$ cat src/rtl/systolic_seq_pkg.sv
// Shared definitions for the systolic array tile sequencer: state encoding and default geometry.
// The overlapped-readout variant is selected with SEQ_OVERLAP_EN in the top-level module.
package systolic_seq_pkg;

   localparam int SLICES_DEF   = 4;
   localparam int KW_DEF       = 8;
   localparam int PIPE_LAT_DEF = 2;
   localparam int N_OUT        = 2 * SLICES_DEF * SLICES_DEF;
   localparam int IDX_W        = $clog2(N_OUT);
   localparam int BEAT_W       = KW_DEF + $clog2(SLICES_DEF);

   typedef enum logic [2:0] {
      ST_IDLE,
      ST_LOAD,
      ST_FLUSH,
      ST_WAIT,
      ST_COPY,
      ST_READOUT
   } seq_state_t;

endpackage

$ cat src/rtl/seq_down_counter.sv
// Loadable down-counter that stops at zero; load has priority over the count enable.
module seq_down_counter #(
   parameter int W = 8
) (
   input  logic         clk,
   input  logic         reset,
   input  logic         load,
   input  logic [W-1:0] load_value,
   input  logic         en,
   output logic [W-1:0] count,
   output logic         zero
);

   always_ff @(posedge clk) begin
      if (reset)
         count <= '0;
      else if (load)
         count <= load_value;
      else if (en && !zero)
         count <= count - W'(1);
   end

   assign zero = (count == '0);

endmodule

$ cat src/rtl/systolic_array_sequencer.sv
// Tile control FSM for the fp4 x i8 systolic array: accumulator reset, operand window, flush, copy, readout.
// Define SEQ_OVERLAP_EN to accept the next tile during READOUT and overlap its LOAD/FLUSH with the readout.
module systolic_array_sequencer
   import systolic_seq_pkg::*;
#(
   parameter int SLICES   = SLICES_DEF,
   parameter int KW       = KW_DEF,
   parameter int PIPE_LAT = PIPE_LAT_DEF
) (
   input  logic                                 clk,
   input  logic                                 reset,
   input  logic                                 start,
   input  logic [KW-1:0]                        k_len,
   output logic                                 start_ready,
   output logic                                 in_ready,
   output logic                                 out_valid,
   output logic [$clog2(2*SLICES*SLICES)-1:0]   out_index,
   output logic                                 out_last,
   output logic                                 done,
   output logic                                 busy,
   output logic                                 arr_restart_inputs,
   output logic                                 arr_reset_acc,
   output logic                                 arr_copy_out,
   output logic                                 arr_restart_out
);

   localparam int OUT_BEATS = 2 * SLICES * SLICES;
   localparam int IDX_BITS  = $clog2(OUT_BEATS);
   localparam int BEAT_BITS = KW + $clog2(SLICES);

   seq_state_t           state;
   logic                 accept;
   logic                 rd_active;
   logic                 beat_load;
   logic                 beat_zero;
   logic                 rd_zero;
   logic [BEAT_BITS-1:0] beat_value;
   logic [BEAT_BITS-1:0] beat_count;
   logic [IDX_BITS-1:0]  rd_count;

`ifdef SEQ_OVERLAP_EN
   assign start_ready = (state == ST_IDLE) || (state == ST_READOUT);
`else
   assign start_ready = (state == ST_IDLE);
`endif

   // Reset masks accept so no pulse escapes while the sequencer is being cleared.
   assign accept     = start && start_ready && (k_len != '0) && !reset;
   assign beat_load  = accept || ((state == ST_LOAD) && beat_zero);
   assign beat_value = accept ? (BEAT_BITS'(k_len) * BEAT_BITS'(SLICES)) - BEAT_BITS'(1)
                              : BEAT_BITS'(PIPE_LAT - 1);

   seq_down_counter #(.W(BEAT_BITS)) u_beat_cnt (
      .clk        (clk),
      .reset      (reset),
      .load       (beat_load),
      .load_value (beat_value),
      .en         ((state == ST_LOAD) || (state == ST_FLUSH)),
      .count      (beat_count),
      .zero       (beat_zero)
   );

   // The readout counter runs off rd_active rather than the state so a new tile can load underneath it.
   seq_down_counter #(.W(IDX_BITS)) u_readout_cnt (
      .clk        (clk),
      .reset      (reset),
      .load       (state == ST_COPY),
      .load_value (IDX_BITS'(OUT_BEATS - 1)),
      .en         (rd_active),
      .count      (rd_count),
      .zero       (rd_zero)
   );

   always_ff @(posedge clk) begin
      if (reset) begin
         state     <= ST_IDLE;
         rd_active <= 1'b0;
      end else begin
         if (state == ST_COPY)
            rd_active <= 1'b1;
         else if (out_last)
            rd_active <= 1'b0;

         case (state)
            ST_IDLE:    if (accept) state <= ST_LOAD;
            ST_LOAD:    if (beat_zero) state <= ST_FLUSH;
`ifdef SEQ_OVERLAP_EN
            ST_FLUSH:   if (beat_zero) state <= (rd_active && !rd_zero) ? ST_WAIT : ST_COPY;
`else
            ST_FLUSH:   if (beat_zero) state <= ST_COPY;
`endif
            ST_WAIT:    if (out_last) state <= ST_COPY;
            ST_COPY:    state <= ST_READOUT;
            ST_READOUT: begin
               if (accept)
                  state <= ST_LOAD;
               else if (out_last)
                  state <= ST_IDLE;
            end
            default:    state <= ST_IDLE;
         endcase
      end
   end

   assign in_ready           = (state == ST_LOAD);
   assign busy               = (state != ST_IDLE);
   assign out_valid          = rd_active;
   assign out_last           = rd_active && rd_zero;
   assign done               = out_last;
   assign out_index          = rd_active ? (IDX_BITS'(OUT_BEATS - 1) - rd_count) : '0;
   assign arr_restart_inputs = accept;
   assign arr_reset_acc      = accept;
   assign arr_copy_out       = (state == ST_COPY);
   assign arr_restart_out    = (state == ST_COPY);

endmodule

$ cat config.mk
export PLATFORM = sky130hd
export DESIGN_NAME = systolic_array_sequencer
export DESIGN_NICKNAME = d
export VERILOG_FILES = /design/src/rtl/systolic_seq_pkg.sv /design/src/rtl/seq_down_counter.sv /design/src/rtl/systolic_array_sequencer.sv
export SDC_FILE = /design/constraint.sdc
export NUM_CORES = 1
export LEC_CHECK = 0
export ABC_AREA = 1
export BUFFER_PORTS_ARGS = -buffer_cell sky130_fd_sc_hd__buf_4
export CAP_MARGIN = 20
export CORE_UTILIZATION = 35
export DETAILED_ROUTE_END_ITERATION = 8
export PLACE_DENSITY_LB_ADDON = 0.08
export SLEW_MARGIN = 5
export SYNTH_ARGS = -nofsm -noshare
export SYNTH_HDL_FRONTEND = slang
export SYNTH_SLANG_ARGS = --single-unit
$ cat constraint.sdc
create_clock -name clk -period 1.77 [get_ports clk]
set_clock_uncertainty 0.2 [all_clocks]
set_input_delay 0.354 -clock clk [delete_from_list [all_inputs] [get_ports clk]]
set_output_delay 0.354 -clock clk [all_outputs]
set_load 0.03 [all_outputs]
==> results.json, run 1 <==
{
  "r2r_slack_ns": 0.07,
  "max_freq_mhz": 564,
  "drc_errors": 0,
  "vdd_ir_drop_max_mv": 0.707,
  "vias": 1642,
  "yosys.area_share.simple_pct": 42.3,
  "leakagePower_nw": 1.06,
  "syn_inst": 252,
  "cp.arrival_ns": 1.22,
  "worstPathCellList": "nor2_4 -> nand2_4 -> nor2_4 -> nand2_2 -> inv_4 -> buf_6",
  "drt-pass1-iter-count": 4,
  "synthAdderAreaFrac_pct": 4.95,
  "final_max_slew_viol_count": 0,
  "die_x_um": 67.8,
  "r2r_cells": 10,
  "finalSetupViolCount": 2,
  "synth_top_area_share_pct": 25.1,
  "synth_compound_area_share_pct": 11.3,
  "postRouteWirelength_um": 3920,
  "fin_ws_ns": -0.00239,
  "yosysSeqAreaShare_pct": 25.1,
  "stdcell_area_mm2": 0.00208,
  "holdWs_ns": 0.107,
  "crit_family": "simple AND/OR/NAND/NOR gates",
  "cp_max_fo": 6,
  "finalHoldViolations": 0,
  "synth_most_common_cell": "nand2_1",
  "place_hpwl_um": 2970,
  "grt_max_degree": 14,
  "cpPeakStageDelay_ns": 0.36,
  "first_iter_violations": 48,
  "whs_path_depth": 2,
  "grt_pass1_wl_um": 6340,
  "syn-num-nets": 269,
  "synthArstFlopShare_pct": 0,
  "synth_top_area_cell": "dfxtp_1",
  "final_util_pct": 50.9,
  "ioPinCount": 26,
  "synth_top_family_by_area": "simple AND/OR/NAND/NOR gates",
  "htree_levels": 1,
  "cp_common_cell": "nor2_4",
  "synth_edf_count": 0,
  "hold_end": "u_beat_cnt.count[0]",
  "r2r_end": "u_beat_cnt.count[6]",
  "port_buffers": 25,
  "power.density_mw_per_mm2": 1490,
  "antennaDiodeCount": 0,
  "dp_cells": 336,
  "viasPerCell": 4.68,
  "overflow": 0,
  "cp_slowest_cell": "dfxtp_4",
  "dp_slack_ns": -0.0889,
  "violations": "negative setup slack",
  "cts_tree": "yes",
  "r2r_start": "u_beat_cnt.count[1]",
  "fin_total_pwr_mw": 3.09,
  "ys_ff_latch": 19,
  "grt_usage_pct": 18.1,
  "synth.lib_cells_used.distinct": 23,
  "ys.flop_type": "dfxtp_1",
  "wl_per_cell_um": 11.2,
  "nets": 319,
  "synthesis.area_mm2": 0.00152,
  "crit_required_ns": 1.22,
  "start_kind": "flip-flop",
  "synthTopCellsByArea": "dfxtp_1 (25%), nand2_1 (13%), nor2_1 (11%)",
  "yosysWarnings": 0,
  "synthMuxAreaShare_pct": 0,
  "cts_root_buf": "clkbuf_8",
  "min_period_ns": 1.77,
  "path_class": "flip-flop to output port",
  "synth_xor_area_share_pct": 2.31,
  "area_delta_synth_final_pct": 37.0,
  "timing.max_cap.violations": 0,
  "min_from": "reset",
  "worstMarginPinSlew_ns": 0.276,
  "crit_buf_inv": 2,
  "clockBufferDepth": 2,
  "drive_above_1_share_pct": 34.2,
  "clk_pin_slew_ns": 0.08,
  "antenna_found_initial": 0,
  "core_area_mm2": 0.00409,
  "start_util_pct": 37.1,
  "worstSkewPairLatency_ns": 0.26,
  "num_rows": 23,
  "placed_area_mm2": 0.00185,
  "ant_nets": 0,
  "first_global_vias": 1500,
  "rsz0062_at_grt": "true",
  "stdcell_count": 351,
  "synth_common_cells": "nand2_1 (52), nor2_1 (45), inv_1 (35)",
  "routabilityCongestion": 0.784,
  "cts_num_sinks": 19,
  "cts_buffers": 3,
  "die_h_um": 67.8,
  "slew-limit-headroom_pct": 81.6,
  "status": "finished with violations",
  "die_area_mm2": 0.00460,
  "tns_ns": -0.00437,
  "min-delay-path-class": "primary input to flip-flop",
  "crit_path_end_kind": "output port",
  "avgSynthCellArea_um2": 6.02,
  "fin_crit_sh_pct": 100
}
[state kept, by name, indices dropped and copies added, names as in the netlist]
| name | cells |
|---|---|
| u_beat_cnt.count | 10 |
| u_readout_cnt.count | 5 |
| state | 3 |
| out_valid | 1 |
[cell families after synthesis]
family                   Yosys count
adder cells (fa/ha/maj)            6
AND/OR/NAND/NOR                  140
XOR/XNOR                           4
buffers and inverters             49
flip-flops                        19
AO/OA/AOI/OAI                     34
[area by class of cell]
type	instances	area, um2
clock buffer	3	41.3
clock inverter	1	5.00
fill	453	2010
inverter	43	173
multi-input combinational	185	1010
sequential	19	392
tap	50	62.6
timing repair buffer	50	398
[cell usage in the layout, fill, tap and decap left out, drive strengths merged]
cell type	instances
nand4	6
ha	6
dfxtp	19
nand3	28
o21ai	22
nor2	50
clkinv	1
a21oi	11
nand2	57
clkinvlp	1
a31oi	1
inv	42
xor2	4
clkbuf	3
buf	50
[worst max path at each step]
stage                   start                   to  slack [ns]  depth (start not counted)
global placement     k_len[0]  u_beat_cnt.count[5]       -0.02                         11
global route         state[0]   arr_restart_inputs       -0.07                          6
floorplan           out_valid             out_last       -0.02                          5
finish               state[0]   arr_restart_inputs      -0.002                          6
detailed placement   k_len[0]  u_beat_cnt.count[4]       -0.09                         11
CTS                  state[0]   arr_restart_inputs      -0.006                          6
[power by group]
group	total [mW]	switching, mW	internal (mW)	leakage, nW
combinational	2.07	1.24	0.832	0.878
clock	0.320	0.163	0.157	0.0255
sequential	0.700	0.140	0.560	0.159
total	3.09	1.54	1.55	1.06
[routing by layer]
layer	global-route usage (%)	routed length (um)	up-vias	part of all wire (%)
met4	2.34	13	0	0.33
met3	3.50	117	2	3.0
met2	31.8	1890	22	48
li1	-	-	893	-
met1	23.3	1910	725	49
met5	0	0	-	0
[timing repair]
action | 4_1_cts | 5_1_grt
hold buffers | 0 | 0
gates resized for setup | 13 | 22
gates cloned | 0 | 1
buffers inserted | 4 | 6
pin swaps | 2 | 4
endpoints found under the setup margin | 11 | 18
Power figures use the tool's default switching activity.
==> inputs of run 2 (changes only) <==
--- a/config.mk
+++ b/config.mk
@@ -10,7 +10,7 @@
 export CAP_MARGIN = 20
 export CORE_UTILIZATION = 35
 export DETAILED_ROUTE_END_ITERATION = 8
-export PLACE_DENSITY_LB_ADDON = 0.08
+export PLACE_DENSITY = 0.54
 export SLEW_MARGIN = 5
 export SYNTH_ARGS = -nofsm -noshare
 export SYNTH_HDL_FRONTEND = slang
==> run 2 against run 1 <==
  * The flow now finishes without violations
  * Via count rose by 0.85%
  * Global-route usage is 0.38 points higher
  * Critical path depth did not move
  * Design area increased by 1.7%
  * Setup slack improved by 0.024 ns
  * Critical endpoint unchanged
  * Largest power group unchanged
  * Highest routed layer unchanged
==> results.json, run 2 (same netlist as run 1, synthesis figures left out) <==
{
  "seq_power_share_pct": 22.0,
  "min_from": "reset",
  "timing.max_cap.violations": 0,
  "fin_crit_sh_pct": 98.8,
  "ioPinCount": 26,
  "stdcell_count": 357,
  "die_area_mm2": 0.00460,
  "die_x_um": 67.8,
  "final_max_slew_viol_count": 0,
  "cts_buffers": 3,
  "htree_levels": 1,
  "holdWs_ns": 0.195,
  "final_cell_mix": "nand2_1 (52), buf_4 (48), nor2_1 (41)",
  "largest_reg_flops": 10,
  "core_area_mm2": 0.00409,
  "start_util_pct": 37.1,
  "fill_cells": 453,
  "mostFrequentLayoutCell": "nand2_1",
  "rsz0062_at_grt": "true",
  "p_comb_share_pct": 68.0,
  "finalSetupViolCount": 0,
  "cts_root_buf": "clkbuf_8",
  "p_clk_share_pct": 10.1,
  "start_kind": "flip-flop",
  "area_delta_synth_final_pct": 39.4,
  "fin_ws_ns": 0.0215,
  "final-seq-area_um2": 392,
  "cts_num_sinks": 19,
  "startpoint": "state[0]",
  "drt-pass1-iter-count": 5,
  "cts_tree": "yes",
  "clk_pin_slew_ns": 0.08,
  "cp_max_fo": 3,
  "first_global_vias": 1504,
  "leakagePower_nw": 1.09,
  "p_int_mw": 1.56,
  "reg_top3": "u_beat_cnt.count (10), u_readout_cnt.count (5), state (3)",
  "r2r_slack_ns": 0.11,
  "switching_share_pct": 49.2,
  "placed_area_mm2": 0.00188,
  "status": "finished, final reports clean",
  "path_class": "flip-flop to output port",
  "crit_path_end_kind": "output port",
  "drc_errors": 0,
  "port_buffers": 25,
  "overflow": 0,
  "num_rows": 23,
  "finalHoldViolations": 0,
  "r2r_cells": 10,
  "crit_required_ns": 1.22,
  "vias": 1656,
  "viasPerCell": 4.64,
  "vdd_ir_drop_max_mv": 0.993,
  "worstMarginPinSlew_ns": 0.252,
  "nets": 325,
  "min-delay-path-class": "primary input to flip-flop",
  "dp_cells": 341,
  "tns_ns": 0,
  "first_iter_violations": 70,
  "antennaDiodeCount": 0,
  "ant_nets": 0,
  "routabilityCongestion": 0.837,
  "worstSkewPairLatency_ns": 0.26,
  "clockBufferDepth": 2,
  "multi_input_area_um2": 982,
  "place_hpwl_um": 2990,
  "cp.arrival_ns": 1.19,
  "power_switching_mw": 1.51,
  "ctsHoldBuffers": 0,
  "wl_per_cell_um": 10.8,
  "regMostFlops": "u_beat_cnt.count",
  "crit_end": "arr_restart_inputs",
  "stdcell_area_mm2": 0.00211,
  "slew-limit-headroom_pct": 83.2,
  "antenna_found_initial": 0,
  "grt_usage_pct": 18.5,
  "postRouteWirelength_um": 3840,
  "grt_max_degree": 14,
  "min_period_ns": 1.75,
  "die_h_um": 67.8,
  "drive_above_1_share_pct": 35.2,
  "max_freq_mhz": 572,
  "grt_pass1_wl_um": 6490,
  "power.density_mw_per_mm2": 1450,
  "dp_slack_ns": -0.0899,
  "r2r_end": "u_beat_cnt.count[5]",
  "r2r_start": "u_beat_cnt.count[0]"
}
## run 2: routing by layer
metal  wire [um]  GRT usage [%]  up-vias
li1            -              -      907
met1        1970           24.1      709
met2        1660           31.1       30
met3         126           3.50       10
met4          95           4.69        0
met5           0              0        -
## run 2: per-stage QoR
stage               total power [mW]  util (%)
finish                          3.07      51.7
global route                    3.39      51.7
CTS                             2.95      49.4
detailed placement              2.51      46.1
global placement                2.53      46.1
floorplan                       2.05         -
## run 2: worst max-delay path, cell delays in order, from the launching register on
cell and delay, ns:
dfxtp_4 0.36, nor2_4 0.15, nand2_4 0.07, nor2_4 0.08, nand2_2 0.08, inv_4 0.07, buf_6 0.12
## run 2: power groups by stage
stage	registers (mW)	clock network (mW)	logic [mW]
6_report	0.674	0.309	2.09
5_1_grt	0.690	0.336	2.37
4_1_cts	0.665	0.322	1.97
3_5_place_dp	0.673	0	1.83
3_3_place_gp	0.675	0	1.85
2_1_floorplan	0.662	0	1.39
## run 2: layout make-up
class / instances / share of cell area, %
Clock buffer: 3 / 1.95
Clock inverter: 1 / 0.237
Inverter: 43 / 8.05
Multi-Input combinational cell: 184 / 46.4
Sequential cell: 19 / 18.5
Tap cell: 50 / 2.96
Timing Repair Buffer: 57 / 21.8
## run 2: worst min-delay path by stage
stage                             endpoint  depth (start not counted)  slack (ns)
detailed placement     u_beat_cnt.count[0]                          2        0.26
global route           u_beat_cnt.count[0]                          3        0.20
finish                 u_beat_cnt.count[0]                          3        0.20
floorplan                        out_valid                          1        0.22
global placement       u_beat_cnt.count[0]                          2        0.25
CTS                 u_readout_cnt.count[0]                          3        0.20
## run 2: repair_timing
action / 4_1_cts / 5_1_grt
hold endpoints to repair: 0 / 0
resized for setup: 14 / 21
pin swaps: 2 / 6
buffers inserted: 7 / 5
endpoints found under the setup margin: 11 / 19
==> inputs of run 3 (changes only) <==
--- a/config.mk
+++ b/config.mk
@@ -11,7 +11,9 @@
 export CORE_UTILIZATION = 35
 export DETAILED_ROUTE_END_ITERATION = 8
 export PLACE_DENSITY = 0.54
+export RECOVER_POWER = 100
 export SLEW_MARGIN = 5
 export SYNTH_ARGS = -nofsm -noshare
 export SYNTH_HDL_FRONTEND = slang
+export SYNTH_HIERARCHICAL = 1
 export SYNTH_SLANG_ARGS = --single-unit
==> run 3 against run 2 <==
  * The run now ends with negative setup slack left
  * Global-route usage grew 0.50 points
  * Clock power is 6.5% higher
  * Power rose by 68%
  * Maximum frequency decreased by 8.9%
  * Area after synthesis is 8.4% higher
  * Sequential cell count unchanged
  * Die area increased by 8.2%
  * Critical path depth is 6 higher
  * Hold slack improved by 0.075 ns
  * Non-clock buffer count up 24
  * Critical endpoint is now u_beat_cnt/count[3]
==> results.json, run 3 <==
{
  "clockBufferDepth": 2,
  "hold_end": "u_beat_cnt/count[7]",
  "met3_length_um": 115,
  "htree_levels": 1,
  "drc_errors": 0,
  "startpoint": "u_beat_cnt/count[0]",
  "synth_top_family_by_area": "simple AND/OR/NAND/NOR gates",
  "cp_max_fo": 6,
  "wl_met2_um": 2240,
  "cts_num_sinks": 19,
  "synthAdderAreaFrac_pct": 3.04,
  "synthMuxAreaShare_pct": 0,
  "ys_ff_latch": 19,
  "fin_crit_sh_pct": 108,
  "synthesis.area_mm2": 0.00164,
  "r2r_start": "u_beat_cnt/count[0]",
  "worstPathCellList": "inv_2 -> ha_4 -> nand2_4 -> nor2_4 -> nand3_4 -> inv_2 -> inv_2 -> o21ai_4 -> clkinv_4 -> nand3_2 -> o21ai_1 -> o21a_1",
  "grt_pass1_wl_um": 7620,
  "grt_max_degree": 13,
  "placed_area_mm2": 0.00222,
  "synth_xor_area_share_pct": 2.13,
  "start_kind": "flip-flop",
  "num_rows": 24,
  "die_area_mm2": 0.00498,
  "area_delta_synth_final_pct": 53.0,
  "r2r_slack_ns": -0.15,
  "final_util_pct": 56.6,
  "crit_required_ns": 1.73,
  "core_area_mm2": 0.00444,
  "syn_inst": 270,
  "synth_most_common_cell": "nand2_1",
  "rsz0062_at_grt": "true",
  "final_cell_mix": "buf_4 (68), nand2_1 (56), nor2_1 (43)",
  "yosys.area_share.simple_pct": 48.9,
  "dp_cells": 388,
  "nets": 371,
  "r2r_end": "u_beat_cnt/count[3]",
  "finalHoldViolations": 0,
  "start_util_pct": 37.0,
  "largest_reg_flops": 10,
  "cts_tree": "yes",
  "ioPinCount": 26,
  "cp_common_cell": "inv_2",
  "die_x_um": 70.5,
  "whs_path_depth": 3,
  "stdcell_area_mm2": 0.00252,
  "leakagePower_nw": 1.32,
  "cp_slowest_cell": "dfxtp_2",
  "postRouteWirelength_um": 4370,
  "clk_pin_slew_ns": 0.09,
  "cpPeakStageDelay_ns": 0.33,
  "worstSkewPairLatency_ns": 0.26,
  "synthTopCellsByArea": "dfxtp_1 (23%), nand2_1 (14%), nor2_1 (10%)",
  "path_class": "flip-flop to flip-flop",
  "top_layer_used": "met4",
  "viasPerCell": 4.54,
  "cts_buffers": 3,
  "stdcell_count": 407,
  "violations": "negative setup slack",
  "synth_edf_count": 0,
  "ys.flop_type": "dfxtp_1",
  "min_period_ns": 1.92,
  "antennaDiodeCount": 0,
  "synth_common_cells": "nand2_1 (61), nor2_1 (44), inv_1 (35)",
  "vdd_ir_drop_max_mv": 1.10,
  "crit_path_end_kind": "flip-flop",
  "drt-pass1-iter-count": 4,
  "finalSetupViolCount": 12,
  "avgSynthCellArea_um2": 6.09,
  "met1_length_um": 2000,
  "first_global_vias": 1780,
  "synthArstFlopShare_pct": 0,
  "min-delay-path-class": "primary input to flip-flop",
  "grt_usage_pct": 19.0,
  "ant_nets": 0,
  "synth_top_area_share_pct": 23.1,
  "reg_top3": "u_beat_cnt/count (10), u_readout_cnt/count (5), state (3)",
  "cts_root_buf": "clkbuf_8",
  "antenna_found_initial": 0,
  "timing.max_cap.violations": 0,
  "synth.lib_cells_used.distinct": 32,
  "first_iter_violations": 83,
  "regMostFlops": "u_beat_cnt/count",
  "yosysSeqAreaShare_pct": 23.1,
  "fin_ws_ns": -0.150,
  "vias": 1849,
  "mostFrequentLayoutCell": "buf_4",
  "status": "finished with violations",
  "port_buffers": 25,
  "max_freq_mhz": 521,
  "min_from": "reset",
  "cp.arrival_ns": 1.88,
  "power.density_mw_per_mm2": 2050,
  "yosysWarnings": 6,
  "dp_slack_ns": -0.173,
  "synth_top_area_cell": "dfxtp_1",
  "synth_compound_area_share_pct": 9.89,
  "wl_per_cell_um": 10.7,
  "die_h_um": 70.5,
  "final_max_slew_viol_count": 0,
  "overflow": 0,
  "routabilityCongestion": 0.809,
  "drive_above_1_share_pct": 43.4,
  "place_hpwl_um": 3220,
  "r2r_cells": 12
}
## run 3: changes by cell type in the layout (fill, tap and decap cells not counted), moves of 3 or more
| cell | before | now |
|---|---|---|
| nand2_4 | 3 | 6 |
| conb_1 | 0 | 6 |
| buf_4 | 48 | 68 |
| ha_4 | 0 | 3 |
| ha_1 | 4 | 1 |
| inv_2 | 14 | 17 |
| a21oi_2 | 1 | 4 |
| nand2_2 | 2 | 6 |
| nand2_1 | 52 | 56 |
| o21ai_0 | 11 | 5 |
| o21ai_1 | 9 | 6 |
## run 3: worst max path at each step
stage / slack [ns] / to
2_1_floorplan: -0.08 / u_beat_cnt/count[4]
3_3_place_gp: -0.16 / u_beat_cnt/count[6]
3_5_place_dp: -0.17 / u_beat_cnt/count[6]
4_1_cts: -0.11 / u_beat_cnt/count[2]
5_1_grt: -0.26 / u_beat_cnt/count[4]
6_report: -0.15 / u_beat_cnt/count[3]
## run 3: per-stage QoR
step | power [mW] | TNS, ns | hold slack, ns
after detailed placement | 4.19 | -1.47 | 0.321
after global placement | 4.18 | -1.32 | 0.321
after global routing | 5.68 | -2.91 | 0.280
after floorplan | 3.14 | -0.607 | 0.216
after CTS | 4.94 | -1.02 | 0.270
final | 5.17 | -1.27 | 0.271
## run 3: cell families after synthesis
logic type / Yosys count
AOI/OAI and AO/OA: 31
adders and majority gates: 4
other: 1
buffers and inverters: 51
and+or+nand+nor: 160
DFF: 19
xor gates and xnor gates: 4
## run 3: cell type report
type,count,area (um2)
Tap cell,52,65.1
Clock inverter,1,7.51
Multi-Input combinational cell,205,1190
Clock buffer,3,41.3
Fill cell,477,1930
Timing Repair inverter,1,6.26
Timing Repair Buffer,81,638
Inverter,45,179
Sequential cell,19,387
## run 3: power by group
group | switching (mW) | leakage [nW] | internal [mW]
logic | 2.25 | 1.14 | 1.83
clock network | 0.170 | 0.0217 | 0.159
registers | 0.148 | 0.157 | 0.610
total | 2.57 | 1.32 | 2.60
## run 3: per-layer routing
| layer | GRT usage [%] | up-vias |
|---|---|---|
| li1 | - | 1014 |
| met1 | 23.6 | 810 |
| met2 | 34.4 | 23 |
| met3 | 3.56 | 2 |
| met4 | 3.78 | 0 |
| met5 | 0 | - |
## run 3: repair_timing
item	4_1_cts	5_1_grt
hold buffers	0	0
cloned	2	0
pin swaps	13	7
setup buffers	10	5
resized for setup	28	23
setup endpoints to repair	16	17
## run 3: critical path, delay by kind of cell (launching register included)
family | cells | cell delay (ns)
simple gates | 4 | 0.32
flops | 1 | 0.33
fa+ha+maj | 1 | 0.15
buf+inv | 4 | 0.36
compound gates | 3 | 0.47
